[config.mk]
export PLATFORM = sky130hd
export DESIGN_NAME = bsr_siso
export DESIGN_NICKNAME = d
export VERILOG_FILES = /design/src/rtl/bsr_siso.sv
export SDC_FILE = /design/constraint.sdc
export NUM_CORES = 1
export LEC_CHECK = 0
export ABC_AREA = 1
export CAP_MARGIN = 20
export CORE_AREA = 2 2 39 41
export DETAILED_ROUTE_END_ITERATION = 6
export DIE_AREA = 0 0 41 43
export PLACE_DENSITY = 0.36
export SYNTH_ARGS = -nofsm -noshare
export SYNTH_HDL_FRONTEND = slang
export SYNTH_SLANG_ARGS = --single-unit
[constraint.sdc]
create_clock -name clk -period 0.8 [get_ports clk]
set_input_delay 0.24 -clock clk [delete_from_list [all_inputs] [get_ports clk]]
set_output_delay 0.24 -clock clk [all_outputs]
set_load 0.03 [all_outputs]
[src/rtl/bsr_siso.sv]
// Bidirectional serial-in/serial-out shift register with parallel
// observation bus; mode selects the entry end for sin.
module bsr_siso #(
  parameter int WIDTH = 4
) (
  input  logic             clk,
  input  logic             rst,
  input  logic             sin,
  input  logic             mode,
  output logic             sout,
  output logic [WIDTH-1:0] srtb
);

  logic [WIDTH-1:0] sr_q;
  logic [WIDTH-1:0] sr_d;

  always_comb begin
    sr_d = sr_q;
    unique case (1'b1)
      mode:  sr_d = {sr_q[WIDTH-2:0], sin};
      !mode: sr_d = {sin, sr_q[WIDTH-1:1]};
      default: sr_d = sr_q;
    endcase
  end

  always_ff @(posedge clk or posedge rst) begin
    if (rst) begin
      sr_q <= '0;
    end else begin
      sr_q <= sr_d;
    end
  end

  // Exit end follows the live mode, so a mode flip moves sout at once.
  assign sout = mode ? sr_q[WIDTH-1] : sr_q[0];
  assign srtb = sr_q;

endmodule

# After elaboration in Yosys (flattened, before gate mapping)

Cells that the tools add are included.

$add $sub $neg: 0
Multipliers: 0
Divide/modulo/power cells: 0
Magnitude comparators: 0
Equal/unequal tests: 0
Shifts and indexed selects: 0
Mux-type cells: 2
Bitwise logic cells: 0
Reductions and logical operators: 1

Operators by type and width:

| kind             | count |
|---|---|
| $pmux W4 S2      | 1 |
| $logic_not A1 Y1 | 1 |
| $mux W1          | 1 |

Register bits after elaboration: 4
Bits in latches: 0
RAM bits: 0
ROM bits: 0
Input port bits: 4
Memories kept: 0

# Depth between registers and ports, before layout

Word-level depth: 2
Gate-level depth with buffers: 3
Mapped depth without buffers: 3

# Least setup slack after synthesis

No wires, ideal clock.

Path kind: reg2out
From: register sr_q[3] (netlist: srtb[3])
To: output port sout
Data arrival time: 0.814 ns
Required time: 0.560 ns
Setup slack: -0.254 ns
Stages on the path, launching flop included: 3
Buffers on the path: 0
Cells stage by stage: dfrtp_1 > nand2_1 > nand2_1

Longest elaborated chain between the ends: 1

Ends and longest elaborated chain:

| item                   | RTL line | source |
|---|---|---|
| start, declared        | 14       | `logic [WIDTH-1:0] sr_q;` |
| start signal, assigned | 30       | `sr_q <= sr_d;` |
| $mux W1                | 35       | `assign sout = mode ? sr_q[WIDTH-1] : sr_q[0];` |
| end, declared          | 10       | `output logic sout,` |

No other way between the ends.

# Final worst setup path

Same ends and word-level chain as after synthesis.

==> summary.md <==
| Metric | Value |
|---|---|
| Final GP Congestion | roughly 0.63 |
| Synthesized area per cell | 7.81 sq um |
| Hpwl dp | roughly 320 um |
| Post-Route Skew | roughly 0.0053 ns |
| Placement Rows | 14 |
| GRT Util Overall | 0.0744 |
| Worst-Skew Late Latency | ~0.24 ns |
| CTS Sinks | 4 |
| Placed inst area | just under 300 sq um |
| Area Overhead vs Synth | 110% |
| Synthesized cell area | about 160 sq um |
| Status | complete, but fails checks |
| Setup ws final | -0.347 ns |
| Max-cap viol count | 0 |
| DR DRC count | 0 |
| VDD IR-drop max | between 0.0008 and 0.0009 V |
| Worst Max-Slew Pin Slew | roughly 0.15 ns |
| Filler instances | between 150 and 200 |
| Slew Limit Fails | 0 |
| Failing checks | negative setup slack |
| Final min period | approximately 1.1 ns |
| Clk buf depth | 2 |
| Yosys Warn Count | 0 |
| Layout cells sized above 1 | 0.500 |
| PortBufs | 8 |
| Critical Path End Type | output pin |
| Die W | 41 um |
| Area of the die | 1760 sq um |
| Crit path arrival time | between 0.9 and 1 ns |
| Register bit total from synthesis | 4 |
| Design area | ~340 sq um |
| Final setup viols | 5 |
| Ratio of final minimum period to clock period | 1.43 |
| Slew margin rel. | 0.897 |
| Share of the yosys chip area belonging to registers | 0.611 |
| Number of CTS-inserted buffers | 3 |
| Reg clk slew, reported paths | 0.04 ns |
| Worst min path class | in -> async |
| Synth unique cells | 4 |
| Initial drt markers | 1 |
| TritonCTS clock tree | done |
| Power Density | between 2000 and 2500 nW/um^2 |
| Most frequent cells in the layout | nand2_1 (12), buf_4 (6), buf_6 (4), clkbuf_4 (3) |
| Critical path class | reg -> out |
| First-pass GRT wire length | approximately 830 um |
| Post-Synthesis Cells | 21 |
| Multi-input gate area | between 60 and 70 sq um |
| Most common cell after layout, fill and taps aside | nand2_1 |
| Vias | roughly 180 |
| Nets@finish | 43 |
| Register area | slightly above 100 sq um |
| Root Driver | clkbuf_4 |
| Final WL | around 440 um |
| Grt total ovfl | 0 |
| Final hold vios | 0 |
| Maximum clock rate | 871 MHz |
| RSZ-0062 raised after global routing | true |
| Vias per cell | ~3.4 |
| Cts hold-fix bufs | 0 |
| Crit-path max FO | 3 |
| IO Count | 9 |
| Core area | 1380 sq um |
| Max reg flops | 4 |
| Post-synth net total | 25 |
| Vias in the first global route | roughly 210 |
| Maximum number of pins on one net before global-route repair | 5 |
| H-tree level count | 1 |
| Number of antenna violations at the first check in global routing | 0 |
| Req. time, crit path | around 0.56 ns |
| Crit start category | flop |
| Leak Pwr | between 0.15 and 0.2 nW |
| Overall Power | roughly 0.74 mW |
| DR pass1 iterations | 2 |
| Antenna-violating nets left | 0 |
| Die height | ~43 um |
| Antenna Cells | 0 |
| Initial core utilization | 0.118 |
| Setup tns final | -1.24 ns |
| Wire per inst | slightly above 8 um |
## routing by layer
metal  part of all wire  GRT usage  vias to the layer above
met5                  0          0                        -
li1                   -          -                       94
met2               0.49      0.106                        7
met3              0.093     0.0366                        0
met4                  0     0.0600                        0
met1               0.41     0.0774                       80
## metrics by stage
step,utilization,hold slack [ns],setup WS (ns),std cells
after global routing,0.249,0.195,-0.385,54
final,0.249,0.180,-0.347,54
after global placement,0.214,0.432,-0.545,49
after detailed placement,0.214,0.436,-0.560,49
after CTS,0.249,0.179,-0.371,54
after floorplan,-,0.00595,-0.0874,21
## synthesized netlist by cell type (all sizes together)
master   n  area share
dfrtp    4        0.61
inv      2       0.046
nand2   15        0.34
## cells by family (layout without fill, tap and decap cells)
family                 Yosys count  after routing  synth area share
and+or+nand+nor                 15             15             0.343
DFF                              4              4             0.611
buffers and inverters            2             19            0.0458
## worst max-delay path, cell delays in order (launching register included)
cell,delay (ns)
dfrtp_2,0.42
nand2_2,0.08
nand2_4,0.04
buf_6,0.13
## power by group
group / internal, mW / leakage, nW / switching, mW
Sequential: 0.227 / 0.0476 / 0.0188
Combinational: 0.101 / 0.122 / 0.109
Clock: 0.188 / 0.0150 / 0.0916
Total: 0.516 / 0.184 / 0.219
## timing repair
action / CTS / global route
buffers inserted: 2 / 0
setup endpoints to repair: 9 / 6
pin swaps: 3 / 2
gates resized for setup: 5 / 0
## path summary, 6_finish.rpt
kind                            depth (start not counted)  startpoint  slack (ns)       to
worst max register to register                          3     srtb[3]        0.03  srtb[2]
worst min register to register                          2     srtb[0]        0.54  srtb[1]
min in group clk                                        2     srtb[0]        0.54  srtb[1]
worst min-delay path                                    2         rst        0.18  srtb[3]
worst max-delay path                                    3     srtb[3]       -0.35     sout
max in group asynchronous                               2         rst        0.46  srtb[0]
## layout make-up
type,count,area share
flip-flops and latches,4,0.298
multi-input cells,15,0.200
well taps,16,0.0582
clock buffers,4,0.0764
inverters,2,0.0218
repair buffers,13,0.345
Note: power is estimated with default switching activity, not from simulation.
